**config.mk**
```make
export PLATFORM = sky130hd
export DESIGN_NAME = lcd1602_bus_responder_flat
export DESIGN_NICKNAME = d
export VERILOG_FILES = /design/src/rtl/lcd1602_bus_responder_if.sv /design/src/rtl/lcd1602_bus_responder.sv /design/src/flat_wrapper.sv
export SDC_FILE = /design/constraint.sdc
export NUM_CORES = 1
export LEC_CHECK = 0
export ABC_AREA = 1
export CORE_ASPECT_RATIO = 0.7
export CORE_UTILIZATION = 40
export CTS_BUF_LIST = sky130_fd_sc_hd__clkbuf_2 sky130_fd_sc_hd__clkbuf_4 sky130_fd_sc_hd__clkbuf_8
export DETAILED_ROUTE_END_ITERATION = 6
export PLACE_DENSITY = 0.56
export SLEW_MARGIN = 20
export SYNTH_ARGS = -nofsm -noshare
export SYNTH_HDL_FRONTEND = slang
export SYNTH_SLANG_ARGS = --single-unit
export TNS_END_PERCENT = 30
```
**constraint.sdc**
```tcl
create_clock -name clk -period 5.25 [get_ports clk]
set_input_delay 0.525 -clock clk [delete_from_list [all_inputs] [get_ports clk]]
set_output_delay 0.525 -clock clk [all_outputs]
set_load 0.03 [all_outputs]
```
**src/rtl/lcd1602_bus_responder_if.sv**
```systemverilog
// LCD1602 8-bit write bus: the panel controller drives it (master) and the responder samples it (slave).
// The signals are plain wires with no handshake; a transaction is taken on the falling edge of lcd_enable.
interface lcd1602_bus_responder_if;
  logic       lcd_rs;
  logic       lcd_rw;
  logic       lcd_enable;
  logic [7:0] lcd_data;

  modport master (output lcd_rs, output lcd_rw, output lcd_enable, output lcd_data);
  modport slave  (input  lcd_rs, input  lcd_rw, input  lcd_enable, input  lcd_data);
endinterface

```
**src/rtl/lcd1602_bus_responder.sv**
```systemverilog
// LCD1602 bus responder: executes HD44780-style writes into a 32-char shadow DDRAM. Effect lands 2 cycles after the enable fall.
// busy covers execution; a fall while busy, or a read (rw=1), is dropped with a bad_access pulse. LCD1602_CGRAM_EN adds a 64x5 CGRAM.
module lcd1602_bus_responder #(
  parameter int CMD_CYCLES   = 4,
  parameter int CLEAR_CYCLES = 64
) (
  input  logic                          clk,
  input  logic                          reset,
  lcd1602_bus_responder_if.slave        lcd,
  input  logic [4:0]                    rd_addr,
  output logic [7:0]                    rd_char,
  input  logic [5:0]                    cg_rd_addr,
  output logic [4:0]                    cg_rd_data,
  output logic [6:0]                    cursor_addr,
  output logic                          display_on,
  output logic                          cursor_on,
  output logic                          blink_on,
  output logic                          two_line,
  output logic                          busy,
  output logic                          cmd_strobe,
  output logic                          bad_access
);

  typedef enum logic [1:0] {S_IDLE, S_EXEC, S_FILL, S_HOLD} state_t;

  localparam logic [15:0] CMD_LOAD   = 16'(CMD_CYCLES - 1);
  localparam logic [15:0] CLEAR_LOAD = 16'(CLEAR_CYCLES - 1);

  state_t      state;
  logic        en_q, rs_q, rw_q;
  logic [7:0]  data_q;
  logic        cap_rs;
  logic [7:0]  cap_data;
  logic        id;
  logic        cg_mode;
  logic [5:0]  cg_addr;
  logic [4:0]  fill_idx;
  logic [15:0] cnt;
  logic [7:0]  ddram [32];
  logic        fall;
  logic        cg_we;

  assign fall  = en_q & ~lcd.lcd_enable;
  assign cg_we = !reset && (state == S_EXEC) && cap_rs && cg_mode;

  // Line 1 ends at 0x27 and line 2 at 0x67; the counter hops between them.
  function automatic logic [6:0] ddram_step(input logic [6:0] a, input logic inc);
    if (inc) return (a == 7'h27) ? 7'h40 : (a == 7'h67) ? 7'h00 : a + 7'd1;
    else     return (a == 7'h00) ? 7'h67 : (a == 7'h40) ? 7'h27 : a - 7'd1;
  endfunction

  always_ff @(posedge clk) begin
    if (reset) begin
      state       <= S_FILL;
      fill_idx    <= '0;
      busy        <= 1'b1;
      cnt         <= '0;
      en_q        <= 1'b0;
      rs_q        <= 1'b0;
      rw_q        <= 1'b0;
      data_q      <= '0;
      cap_rs      <= 1'b0;
      cap_data    <= '0;
      cursor_addr <= '0;
      id          <= 1'b1;
      cg_mode     <= 1'b0;
      cg_addr     <= '0;
      display_on  <= 1'b0;
      cursor_on   <= 1'b0;
      blink_on    <= 1'b0;
      two_line    <= 1'b0;
      cmd_strobe  <= 1'b0;
      bad_access  <= 1'b0;
      rd_char     <= '0;
    end else begin
      en_q       <= lcd.lcd_enable;
      rs_q       <= lcd.lcd_rs;
      rw_q       <= lcd.lcd_rw;
      data_q     <= lcd.lcd_data;
      cmd_strobe <= 1'b0;
      bad_access <= fall && ((state != S_IDLE) || rw_q);
      rd_char    <= ddram[rd_addr];

      case (state)
        S_IDLE: begin
          if (fall && !rw_q) begin
            cap_rs   <= rs_q;
            cap_data <= data_q;
            busy     <= 1'b1;
            state    <= S_EXEC;
          end
        end

        S_EXEC: begin
          state <= S_HOLD;
          cnt   <= CMD_LOAD;
          if (cap_rs) begin
            if (cg_mode) begin
              cg_addr <= id ? cg_addr + 6'd1 : cg_addr - 6'd1;
            end else begin
              if (cursor_addr[6:4] == 3'b000)
                ddram[{1'b0, cursor_addr[3:0]}] <= cap_data;
              else if (cursor_addr[6:4] == 3'b100)
                ddram[{1'b1, cursor_addr[3:0]}] <= cap_data;
              cursor_addr <= ddram_step(cursor_addr, id);
            end
          end else begin
            casez (cap_data)
              8'b1???????: begin cursor_addr <= cap_data[6:0]; cg_mode <= 1'b0; end
              8'b01??????: begin cg_addr <= cap_data[5:0]; cg_mode <= 1'b1; end
              8'b001?????: two_line <= cap_data[3];
              8'b0001????: if (!cap_data[3]) cursor_addr <= ddram_step(cursor_addr, cap_data[2]);
              8'b00001???: begin
                display_on <= cap_data[2];
                cursor_on  <= cap_data[1];
                blink_on   <= cap_data[0];
              end
              8'b000001??: id <= cap_data[1];
              8'b0000001?: begin cursor_addr <= '0; cg_mode <= 1'b0; end
              8'b00000001: begin
                cursor_addr <= '0;
                id          <= 1'b1;
                cg_mode     <= 1'b0;
                fill_idx    <= '0;
                state       <= S_FILL;
              end
              default: ;
            endcase
          end
        end

        S_FILL: begin
          ddram[fill_idx] <= 8'h20;
          fill_idx        <= fill_idx + 5'd1;
          if (fill_idx == 5'd31) begin
            state <= S_HOLD;
            cnt   <= CLEAR_LOAD;
          end
        end

        S_HOLD: begin
          if (cnt == '0) begin
            state      <= S_IDLE;
            busy       <= 1'b0;
            cmd_strobe <= 1'b1;
          end else begin
            cnt <= cnt - 16'd1;
          end
        end

        default: state <= S_IDLE;
      endcase
    end
  end

`ifdef LCD1602_CGRAM_EN
  // CGRAM has no reset so custom glyphs survive a panel reset.
  logic [4:0] cgram [64];

  always_ff @(posedge clk) begin
    if (cg_we) cgram[cg_addr] <= cap_data[4:0];
    if (reset) cg_rd_data <= '0;
    else       cg_rd_data <= cgram[cg_rd_addr];
  end
`else
  logic unused_cg;
  assign unused_cg = ^{cg_we, cg_rd_addr};

  always_ff @(posedge clk) begin
    cg_rd_data <= '0;
  end
`endif

endmodule

```
**src/flat_wrapper.sv**
```systemverilog
// flat-port wrapper written by rule: the top's interface ports become plain ports
module lcd1602_bus_responder_flat 
#(
  parameter int CMD_CYCLES   = 4,
  parameter int CLEAR_CYCLES = 64
)
  (clk, reset, rd_addr, rd_char, cg_rd_addr, cg_rd_data, cursor_addr, display_on, cursor_on, blink_on, two_line, busy, cmd_strobe, bad_access, lcd_lcd_rs, lcd_lcd_rw, lcd_lcd_enable, lcd_lcd_data);
  lcd1602_bus_responder_if lcd_i ();
  input  logic clk;
  input  logic reset;
  input  logic [4:0] rd_addr;
  output logic [7:0] rd_char;
  input  logic [5:0] cg_rd_addr;
  output logic [4:0] cg_rd_data;
  output logic [6:0] cursor_addr;
  output logic display_on;
  output logic cursor_on;
  output logic blink_on;
  output logic two_line;
  output logic busy;
  output logic cmd_strobe;
  output logic bad_access;
  input wire logic [$bits(lcd_i.lcd_rs)-1:0] lcd_lcd_rs;
  input wire logic [$bits(lcd_i.lcd_rw)-1:0] lcd_lcd_rw;
  input wire logic [$bits(lcd_i.lcd_enable)-1:0] lcd_lcd_enable;
  input wire logic [$bits(lcd_i.lcd_data)-1:0] lcd_lcd_data;
  assign lcd_i.lcd_rs = lcd_lcd_rs;
  assign lcd_i.lcd_rw = lcd_lcd_rw;
  assign lcd_i.lcd_enable = lcd_lcd_enable;
  assign lcd_i.lcd_data = lcd_lcd_data;
  lcd1602_bus_responder #(.CMD_CYCLES(CMD_CYCLES), .CLEAR_CYCLES(CLEAR_CYCLES)) u_core (.clk(clk), .reset(reset), .lcd(lcd_i), .rd_addr(rd_addr), .rd_char(rd_char), .cg_rd_addr(cg_rd_addr), .cg_rd_data(cg_rd_data), .cursor_addr(cursor_addr), .display_on(display_on), .cursor_on(cursor_on), .blink_on(blink_on), .two_line(two_line), .busy(busy), .cmd_strobe(cmd_strobe), .bad_access(bad_access));
endmodule
```
======== Word level (Yosys, flattened, before mapping) ========
Memories as Yosys holds them, arrays and structs flattened. A register that Yosys moved wholly into a read port is not among the register bits.
Cells that the tools add are included.
storage, ports and cells
  bits in registers ....................... 59
  bits in writable memories ............... 256
  input port bits ......................... 24
  output and inout port bits .............. 27
  logic and storage cells ................. 131
  memories ................................ 1
cells by class
  $add $sub $neg .......................... 4
  equality and inequality tests ........... 23
  muxes and demuxes ....................... 50
  bitwise logic cells ..................... 4
  reduce and logical (&&, ||, !) cells .... 30
memory list
  name          depth  width  read ports  clocked after memory_dff  write ports  RTL line                     text
  u_core.ddram  32     8      1           1                         1            lcd1602_bus_responder.sv:39  logic [7:0] ddram [32];
operators by type and width
  cell                     count
  $mux W7                  9
  $pmux W16 S3             1
  $mux W16                 2
  $reduce_and A3 Y1        8
  $mux W1                  22
  $pmux W7 S3              1
  $mux W5                  4
  $logic_not A16 Y1        1
  $mux W8                  2
  $reduce_or A8 Y1         2
  $sub A16 B1 Y16 const B  1
  $eq A7 B7 Y1 const B     2
  $pmux W5 S2              1
  $reduce_bool A2 Y1       5
  $eq A8 B1 Y1 const B     1
  $mux W2                  4
  $ne A2 B2 Y1 const B     4
  $pmux W2 S4              1
  $add A7 B1 Y7 const B    1
  $eq A7 B1 Y1 const B     1
  $eq A7 B6 Y1 const B     1
  $logic_not A7 Y1         1
  $sub A7 B1 Y7 const B    1
  $eq A6 B1 Y1 const B     1
  24 further kinds         34

======== Longest topological paths before layout ========
Gate-level depths: netlist of the first run.
  depth after elaboration ................. 11
  gate-level depth with buffers ........... 12

======== Worst setup path after synthesis of the first run ========
No wires, ideal clock.
  path type ............................... register to register
  start point ............................. reg u_core.state[0]
  end point ............................... mem u_core.ddram[13][0] (enable)
  arrival ................................. 1.870 ns
  data required time ...................... 4.880 ns
  slack ................................... 3.009 ns
  stages on the path, launching flop included .. 13
  path buffers ............................ 1
  clock period less this slack ............ 2.241 ns
  cell sequence ........................... dfxtp_1 -> inv_1 -> ha_1 -> inv_2 -> nor2_2 -> inv_2 -> buf_4 -> nand2_1 -> o21ai_2 -> inv_1 -> nor2_1 -> nand2_1 -> nor2_1
on the way
  longest elaborated chain between the ends .. 7
RTL lines
  what                                                              RTL line                      text
  start, declared                                                   lcd1602_bus_responder.sv:29   state_t state;
  start signal, assigned                                            lcd1602_bus_responder.sv:54   state <= S_FILL;
  start signal, assigned                                            lcd1602_bus_responder.sv:90   state <= S_EXEC;
  start signal, assigned                                            lcd1602_bus_responder.sv:95   state <= S_HOLD;
  $eq A2 B1 Y1                                                      --
  $mux W1                                                           lcd1602_bus_responder.sv:84   case (state)
  $mux W1                                                           lcd1602_bus_responder.sv:53   if (reset) begin
  $mux W1 (not written as such)                                     lcd1602_bus_responder.sv:104  ddram[{1'b1, cursor_addr[3:0]}] <= cap_data;
  $reduce_or A8 Y1 (no line)                                        --
  $mux W5 (no line) / $mux W1 (equally long branches) (2 in a row)  --
  end, declared                                                     lcd1602_bus_responder.sv:39
Parallel ways exist; a longest one is shown, timed or not.

======== Worst setup path after layout of the first run ========
Same ends and word-level chain as after synthesis.

==> results.md, run 1 <==
* Fill count at 3160
* Multi-input gate area at 4198 µm²
* Post-Syn Area at 13870 µm²
* Diode count at 0
* CTS root buffer: clkbuf_8
* Final Worst Setup Slack at 1984 ps
* Crit path buffers/inverters at 4
* H-tree depth at 2
* DRT iter0 DRCs at 831
* Hold Slack at 446.9 ps
* Worst endpoint required time at 5470 ps
* Slowest cell on crit path: nor2_1
* Clk buf depth at 3
* GR Overflow Total at 0
* Worst Setup Path Type: flop to flop
* Die Area at 35450 µm²
* Routability Congestion at 0.8395
* Drt pass-1 iters at 4
* Final min period at 3266 ps
* Site row count at 56
* Port bufs at 39
* FF+latch area at 9029 µm²
* Global-route wire length before repair at 52870 µm
* Setup tns final at 0 ps
* Routed vias at 9800
* Count of final hold-check violations at 0
* Register area share after synthesis at 0.6507
* Largest cells by area after synthesis: edfxtp_1, dfxtp_1, nand2_1
* Clock sinks at 323
* Initial antenna violation count at 1
* Total GRT Usage at 0.1956
* Worst-skew pair later-pin latency at 590 ps
* Unrepaired setup endpoints after global routing: false
* Syn avg cell area at 10.25 µm²
* Post-detail-place hpwl at 20680 µm
* WP data arrival at 3480 ps
* Fin util at 0.4646
* Final Max Slew Viols at 0
* Pin count of the biggest net entering global routing at 75
* Clk_skew at 20.78 ps
* Num CTS Buffers at 51
* Status: complete, no violations
* Slowest Stage Delay on Critical Path at 730 ps
* Post-route ant nets at 0
* YS warnings at 0
* Peak Freq at 306.2 MHz
* CTS tree: built
* Maximum Capacitance Violations at 0
* Top cell type's share of synthesized area at 0.5541
* Vias per cell at 5.152
* Die H at 157.8 µm
* Synth top cells by count: edfxtp_1, nand2_1, nor2_1
* Share of cells above drive strength 1 at 0.09597
* Unique masters post-synth at 38
* Slew headroom at 0.3545
* Area Growth Syn to Fin at 13.33%
* Post-route DRC at 0
* Crit path max-delay family: simple AND/OR/NAND/NOR gates
* I/O pin count at 51
* Pre-CTS setup slack at 1487 ps
* CP endpoint kind: flop
* CP max FO at 12
* # hold bufs at CTS at 0
* Vias in the first global route at 9292
* Worst-Margin Slew at 964.8 ps
* Ordered cell list for the critical path: inv_1, ha_1, inv_2, nor2_2, inv_2, o21ai_2, inv_1, nor2_1, nand2_1, nor2_1
* Top FF cell, synth: edfxtp_1
* WL/cell at 17.85 µm
* Chip Width at 224.6 µm
* Crit share post-route at 0.6221
* FF+latch count, synth at 323
* Total power divided by cell area at 399.9 nW/µm²
* EDFF count, synth at 256
* Cells after synthesis at 1354
* Total routed wirelength at 33950 µm
* CP startpoint kind: flop
* Reg-to-reg setup timing slack at 1980 ps
* Initial Util at 0.4100
* VDD IR max at 0.1607 mV
* Resize count post-CTS at 0
* Worst hold path type: input port to flop
* Worst-path clk slew at 60 ps
* Cell taking the most area after synthesis: edfxtp_1
* Final nets at 1430
* Core area at 33840 µm²
* Post-CTS Setup Bufs at 0
* Asr flop ratio synth at 0
* Count leader, synth: edfxtp_1
* Leakage at 5.800 nW
* Final setup fails at 0
-- logic make-up (layout without fill, tap and decap cells) --
logic type               Yosys count  count (layout)  synth area share
other                              1               5         0.0002703
XOR/XNOR                          17              17           0.01073
buffers and inverters            150             230           0.04906
flip-flops                       323             323            0.6507
AO/OA/AOI/OAI                    254             254            0.1043
adder cells (fa/ha/maj)           10              10          0.009018
AND/OR/NAND/NOR                  599             599            0.1758
-- power breakdown --
part / internal, W / total [W] / leakage, nW / switching, W
combinational: 0.000319 / 0.00110 / 2.30 / 0.000776
sequential: 0.00288 / 0.00293 / 2.92 / 0.0000552
clock: 0.00126 / 0.00226 / 0.585 / 0.000999
total: 0.00446 / 0.00629 / 5.80 / 0.00183
-- final cells by class --
| type | count | area share |
|---|---|---|
| flip-flops and latches | 323 | 0.5742 |
| multi-input cells | 885 | 0.2670 |
| clock buffers | 78 | 0.06310 |
| well taps | 464 | 0.03692 |
| repair buffers | 57 | 0.03294 |
| inverters | 78 | 0.01870 |
| clock inverters | 17 | 0.007162 |
-- stage by stage --
step                total power, W  instances  instance area (µm²)
floorplan                 0.003788       1358                13890
detailed placement        0.004080       1807                14620
CTS                       0.006332       1902                15720
global placement          0.004068       1807                14620
finish                    0.006288       1902                15720
global route              0.006591       1902                15720
-- final timing paths --
kind	startpoint	endpoint	depth (start not counted)
worst max-delay path	u_core.state[0]	u_core.ddram[13][0]	10
worst min-delay path	lcd_lcd_data[2]	u_core.data_q[2]	3
worst max register to register	u_core.state[0]	u_core.ddram[13][0]	10
worst min register to register	u_core.cnt[14]	u_core.cnt[14]	2
-- flip-flops by register name, indices dropped and copies added (netlist names), 2 cells and up --
register	flops
u_core.cap_data	8
u_core.cnt	16
u_core.cursor_addr	7
u_core.data_q	8
u_core.ddram	256
u_core.fill_idx	5
u_core.rd_char	8
u_core.state	2
-- routing by layer --
metal	track usage	wire, µm	vias up
li1	-	-	4776
met1	0.2978	17090	4722
met2	0.2791	14110	251
met3	0.04269	2149	49
met4	0.05118	586	2
met5	0	12	-
-- layout by cell type (no fill, tap or decap), types with 9 or more instances in the layout --
cell type          n
clkdlybuf4s50_1   37
nor3_1            11
dfxtp_1           67
o31ai_1           16
o21ai_0          124
edfxtp_1         256
nor2_2            10
inv_1             68
nand2_1          245
nand3_1           93
a21oi_1           70
o221ai_1          16
o211ai_1          17
ha_1              10
clkbuf_8          65
clkbuf_4          13
nor2_1           223
buf_4             19
xor2_1            12
clkinv_2           9
-- tightest hold or removal path, cell delays in order --
cell and delay, ps:
clkdlybuf4s50_1 390, inv_1 50, nor2_1 30
Power figures use the tool's default switching activity.
==> run 2: changes to the inputs <==
==> constraint.sdc (replaced) <==
create_clock -name clk -period 3.1 [get_ports clk]
set_input_delay 0.31 -clock clk [delete_from_list [all_inputs] [get_ports clk]]
set_output_delay 0.31 -clock clk [all_outputs]
set_load 0.03 [all_outputs]
==> results.md, run 2 (synthesis results as in run 1) <==
* Status: complete, no violations (unchanged)
* DP Area at 14970 µm² (was 14620 µm²)
* Final min period at 2523 ps (was 3266 ps)
* Crit share post-route at 0.8138 (was 0.6221)
* Post-route ant nets at 0 (unchanged)
* I/O pin count at 51 (unchanged)
* Routed vias at 9960 (was 9800)
* Final Max Slew Viols at 0 (unchanged)
* H-tree depth at 2 (unchanged)
* R2R depth at 10 (unchanged)
* Max reg flops at 256 (unchanged)
* # hold bufs at CTS at 0 (unchanged)
* Final nets at 1473 (was 1430)
* Largest register by flop count: u_core.ddram (unchanged)
* Most frequent cells in the layout: edfxtp_1, nand2_1, nor2_1 (unchanged)
* Num CTS Buffers at 51 (unchanged)
* Fill count at 3185 (was 3160)
* Post-route DRC at 0 (unchanged)
* Total GRT Usage at 0.1967 (was 0.1956)
* Worst-skew pair later-pin latency at 600 ps (was 590 ps)
* Worst-path clk slew at 60 ps (about the same)
* CP max FO at 12 (unchanged)
* Area Growth Syn to Fin at 15.65% (was 13.33%)
* Post-CTS Setup Bufs at 0 (unchanged)
* Initial Util at 0.4100 (unchanged)
* Hold Slack at 224.9 ps (was 446.9 ps)
* Total routed wirelength at 33970 µm (was 33950 µm)
* Peak Freq at 396.4 MHz (was 306.2 MHz)
* Biggest regs: u_core.ddram: 256 flops, u_core.cnt: 16 flops (unchanged)
* Total power divided by cell area at 667.2 nW/µm² (was 399.9 nW/µm²)
* Core area at 33840 µm² (unchanged)
* Setup crit start: u_core.state[0] (unchanged)
* FF+latch area at 9029 µm² (unchanged)
* Maximum Capacitance Violations at 0 (unchanged)
* Die Area at 35450 µm² (unchanged)
* Post-detail-place hpwl at 21120 µm (was 20680 µm)
* Routability Congestion at 0.8601 (was 0.8395)
* VDD IR max at 0.3261 mV (was 0.1607 mV)
* GR Overflow Total at 0 (unchanged)
* Pin count of the biggest net entering global routing at 129 (was 75)
* Global-route wire length before repair at 53380 µm (was 52870 µm)
* Worst Setup Path Type: flop to flop (unchanged)
* Leakage at 6.031 nW (was 5.800 nW)
* WL/cell at 17.50 µm (was 17.85 µm)
* Unrepaired setup endpoints after global routing: false (unchanged)
* Multi-input gate area at 4198 µm² (unchanged)
* Setup tns final at 0 ps (unchanged)
* Drt pass-1 iters at 5 (was 4)
* Hold Crit Start: lcd_lcd_data[2] (unchanged)
* Port bufs at 39 (unchanged)
* Clk buf depth at 3 (unchanged)
* Worst hold path type: input port to flop (unchanged)
* Slew headroom at 0.5137 (was 0.3545)
* Chip Width at 224.6 µm (unchanged)
* Count of final hold-check violations at 0 (unchanged)
* Vias per cell at 5.131 (was 5.152)
* Worst-Margin Slew at 723.3 ps (was 964.8 ps)
* Clk_skew at 32.70 ps (was 20.78 ps)
* Resize count post-CTS at 0 (unchanged)
* CP endpoint kind: flop (unchanged)
* Most common cell after layout, fill and taps aside: edfxtp_1 (unchanged)
* Share of cells above drive strength 1 at 0.1225 (was 0.09597)
* Initial antenna violation count at 0 (was 1)
* WP data arrival at 2830 ps (was 3480 ps)
* Reg-to-reg setup timing slack at 580 ps (was 1980 ps)
* CTS tree: built (unchanged)
* Worst endpoint required time at 3410 ps (was 5470 ps)
* Design area at 16050 µm² (was 15720 µm²)
* Final setup fails at 0 (unchanged)
* Vias in the first global route at 9371 (was 9292)
* DRT iter0 DRCs at 892 (was 831)
* WHS Path Cells at 3 (unchanged)
* Diode count at 0 (unchanged)
* Site row count at 56 (unchanged)
* Die H at 157.8 µm (unchanged)
* CTS root buffer: clkbuf_8 (unchanged)
* FF-to-FF Start: u_core.state[0] (unchanged)
* Clock sinks at 323 (unchanged)
* CP startpoint kind: flop (unchanged)
[run 2: path summary, 6_finish.rpt]
| path | endpoint |
|---|---|
| max reg2reg | u_core.ddram[24][0] |
| min | u_core.data_q[2] |
| max | u_core.ddram[24][0] |
| min reg2reg | u_core.cnt[14] |
[run 2: per-layer routing]
layer | GRT usage | wire length (µm) | up-vias
li1 | - | - | 4850
met1 | 0.3094 | 17480 | 4762
met2 | 0.2751 | 13720 | 292
met3 | 0.03693 | 2228 | 56
met4 | 0.04697 | 537 | 0
met5 | 0 | 0 | -
[run 2: area by class of cell]
| type | instances | area share |
|---|---|---|
| flip-flops and latches | 323 | 0.5627 |
| multi-input cells | 885 | 0.2616 |
| clock buffers | 75 | 0.05731 |
| repair buffers | 100 | 0.05396 |
| well taps | 464 | 0.03618 |
| inverters | 78 | 0.01832 |
| clock inverters | 16 | 0.009981 |
[run 2: per-stage QoR]
stage	cells	utilization	power (W)	setup WS, ps
2_1_floorplan	1358	-	0.006416	859.4
3_3_place_gp	1850	0.4423	0.006946	608.0
3_5_place_dp	1850	0.4423	0.006967	584.8
4_1_cts	1941	0.4742	0.01082	574.8
5_1_grt	1941	0.4742	0.01127	327.0
6_report	1941	0.4742	0.01071	577.3
[run 2: power by group]
| part | internal [W] | total, W | switching [W] |
|---|---|---|---|
| Sequential | 0.00487 | 0.00496 | 0.0000896 |
| Clock | 0.00215 | 0.00383 | 0.00168 |
| Combinational | 0.000598 | 0.00191 | 0.00131 |
| Total | 0.00763 | 0.0107 | 0.00308 |
[run 2: critical path, cell delays in order (launching register included)]
cell     delay, ps
dfxtp_1        390
inv_1           80
ha_1           250
inv_2          150
nor2_2          60
inv_2          180
nand2_1         90
o22ai_2        250
nand3_1        190
nor2_1         360
buf_4          230
==> run 3: changes to the inputs <==
==> constraint.sdc (replaced) <==
create_clock -name clk -period 2.5 [get_ports clk]
set_input_delay 0.25 -clock clk [delete_from_list [all_inputs] [get_ports clk]]
set_output_delay 0.25 -clock clk [all_outputs]
set_load 0.03 [all_outputs]
==> results.md, run 3 (synthesis results as in run 1) <==
* Maximum Capacitance Violations at 0 (unchanged)
* CTS root buffer: clkbuf_8 (unchanged)
* Routability Congestion at 0.8931 (was 0.8601)
* Fill count at 3158 (was 3185)
* Total power divided by cell area at 814.8 nW/µm² (was 667.2 nW/µm²)
* FF-to-FF Start: u_core.state[0] (unchanged)
* VDD IR max at 0.3870 mV (was 0.3261 mV)
* R2R depth at 11 (was 10)
* CTS tree: built (unchanged)
* I/O pin count at 51 (unchanged)
* Hold Slack at 180.0 ps (was 224.9 ps)
* H-tree depth at 2 (unchanged)
* Initial Util at 0.4100 (unchanged)
* Max reg flops at 256 (unchanged)
* Leakage at 6.037 nW (was 6.031 nW)
* Pre-CTS setup slack at 46.52 ps (was 584.8 ps)
* Total routed wirelength at 35170 µm (was 33970 µm)
* WP data arrival at 2620 ps (was 2830 ps)
* Hold Crit Start: lcd_lcd_data[6] (was lcd_lcd_data[2])
* Diode count at 0 (unchanged)
* Slowest cell on crit path: dfxtp_2 (was dfxtp_1)
* Crit path max-delay family: simple AND/OR/NAND/NOR gates (unchanged)
* Die H at 157.8 µm (unchanged)
* Final Max Slew Viols at 0 (unchanged)
* GR Overflow Total at 0 (unchanged)
* Final Non-Filler Cells at 1940 (was 1941)
* DRT iter0 DRCs at 850 (was 892)
* Final setup fails at 0 (unchanged)
* Vias in the first global route at 9192 (was 9371)
* Design area at 16130 µm² (was 16050 µm²)
* Post-detail-place hpwl at 22130 µm (was 21120 µm)
* Vias per cell at 5.169 (was 5.131)
* CP endpoint kind: flop (unchanged)
* Largest register by flop count: u_core.ddram (unchanged)
* Worst-path clk slew at 70 ps (was 60 ps)
* # hold bufs at CTS at 0 (unchanged)
* Worst hold path type: input port to flop (unchanged)
* Final nets at 1471 (was 1473)
* Worst Setup Path Type: flop to flop (unchanged)
* RR Endpoint: u_core.ddram[15][0] (was u_core.ddram[24][0])
* Post-route ant nets at 0 (unchanged)
* Chip Width at 224.6 µm (unchanged)
* Most common cell after layout, fill and taps aside: edfxtp_1 (unchanged)
* WL/cell at 18.13 µm (was 17.50 µm)
* Crit path buffers/inverters at 5 (was 4)
* Count of final hold-check violations at 0 (unchanged)
* DP Area at 15050 µm² (was 14970 µm²)
* Unrepaired setup endpoints after global routing: false (unchanged)
* Most frequent cells in the layout: edfxtp_1, nand2_1, nor2_1 (unchanged)
* Slew headroom at 0.6133 (was 0.5137)
* Status: complete, no violations (unchanged)
* Worst hold path endpoint: u_core.data_q[6] (was u_core.data_q[2])
* Share of cells above drive strength 1 at 0.1260 (was 0.1225)
* Clk_skew at 27.24 ps (was 32.70 ps)
* Core area at 33840 µm² (unchanged)
* Final min period at 2332 ps (was 2523 ps)
* Pin count of the biggest net entering global routing at 81 (was 129)
* Dpl cells at 1849 (was 1850)
* Peak Freq at 428.9 MHz (was 396.4 MHz)
* Setup tns final at 0 ps (unchanged)
* Die Area at 35450 µm² (unchanged)
* Worst-Margin Slew at 578.3 ps (was 723.3 ps)
* Biggest regs: u_core.ddram: 256 flops, u_core.cnt: 16 flops (unchanged)
* Area Growth Syn to Fin at 16.26% (was 15.65%)
* Post-CTS Setup Bufs at 0 (unchanged)
* CP max FO at 12 (unchanged)
* CP startpoint kind: flop (unchanged)
* Reg-to-reg setup timing slack at 170 ps (was 580 ps)
* Slowest Stage Delay on Critical Path at 340 ps (was 390 ps)
* Global-route wire length before repair at 53960 µm (was 53380 µm)
* Clk buf depth at 3 (unchanged)
* Drt pass-1 iters at 5 (unchanged)
* Clock sinks at 323 (unchanged)
* Final Worst Setup Slack at 168.4 ps (was 577.3 ps)
* Crit share post-route at 0.9326 (was 0.8138)
* Initial antenna violation count at 0 (unchanged)
* Worst-skew pair later-pin latency at 580 ps (was 600 ps)
* Site row count at 56 (unchanged)
* Total GRT Usage at 0.2015 (was 0.1967)
* Worst endpoint required time at 2790 ps (was 3410 ps)
* Port bufs at 39 (unchanged)
* Num CTS Buffers at 50 (was 51)
* Ordered cell list for the critical path: inv_1, ha_1, inv_2, nor2_2, inv_4, o21ai_2, inv_1, nor2_2, nand2_2, nor2_1, buf_4 (was inv_1, ha_1, inv_2, nor2_2, inv_2, nand2_1, o22ai_2, nand3_1, nor2_1, buf_4)
* WHS Path Cells at 3 (unchanged)
* Post-route DRC at 0 (unchanged)
* Routed vias at 10030 (was 9960)
## run 3: changes by cell type in the layout (fill, tap and decap cells not counted), moves of 3 or more
| cell | change |
|---|---|
| nand3_2 | +5 |
| buf_4 | -8 |
| nand3_1 | -5 |
| buf_12 | +7 |
| bufinv_16 | -3 |
| clkinv_2 | -5 |
| clkbuf_8 | +4 |
| clkinv_1 | +3 |
## run 3: how the worst max path moves through the flow
| stage | endpoint | start | cells past startpoint | slack [ps] |
|---|---|---|---|---|
| after floorplan | u_core.ddram[14][0] | u_core.state[0] | 12 | 260 |
| after global placement | u_core.ddram[15][3] | u_core.state[0] | 11 | 90 |
| after global routing | u_core.ddram[15][2] | u_core.state[0] | 11 | 30 |
| after CTS | u_core.ddram[15][2] | u_core.state[0] | 12 | 30 |
| final | u_core.ddram[15][0] | u_core.state[0] | 11 | 170 |
| after detailed placement | u_core.ddram[15][3] | u_core.state[0] | 12 | 50 |
## run 3: stage by stage
stage / utilization / power [W]
detailed placement: 0.4446 / 0.008695
finish: 0.4766 / 0.01314
floorplan: - / 0.007955
global placement: 0.4446 / 0.008690
global route: 0.4766 / 0.01377
CTS: 0.4753 / 0.01324
## run 3: power breakdown
part | internal [W] | switching, W | leakage, nW
Combinational | 0.000756 | 0.00171 | 2.56
Sequential | 0.00605 | 0.000121 | 2.92
Clock | 0.00249 | 0.00202 | 0.561
Total | 0.00929 | 0.00385 | 6.04
## run 3: area by class of cell
cell class	count	area [µm²]	area share
clock buffers	80	982.2	0.06089
clock inverters	11	57.56	0.003568
inverters	78	296.5	0.01838
multi-input cells	885	4238	0.2627
flip-flops and latches	323	9030	0.5598
well taps	464	580.6	0.03599
repair buffers	99	945.9	0.05864
## run 3: what timing repair did
item,4_1_cts,5_1_grt
endpoints found under the setup margin,0,177
gates resized for setup,0,11
hold endpoints to repair,0,0
## run 3: metal layers
metal  wire length (µm)  share of wire  track usage
met4                565          0.016      0.04665
met3               2517          0.072      0.04065
met2              14550           0.41       0.2890
met5                 65         0.0018      0.01403
met1              17460           0.50       0.3084
## run 3: worst reg2reg max path, cell delays in order, from the launching register on
cell and delay [ps]:
dfxtp_2 340, inv_1 80, ha_1 210, inv_2 110, nor2_2 180, inv_4 110
o21ai_2 220, inv_1 130, nor2_2 190, nand2_2 140, nor2_1 160, buf_4 190
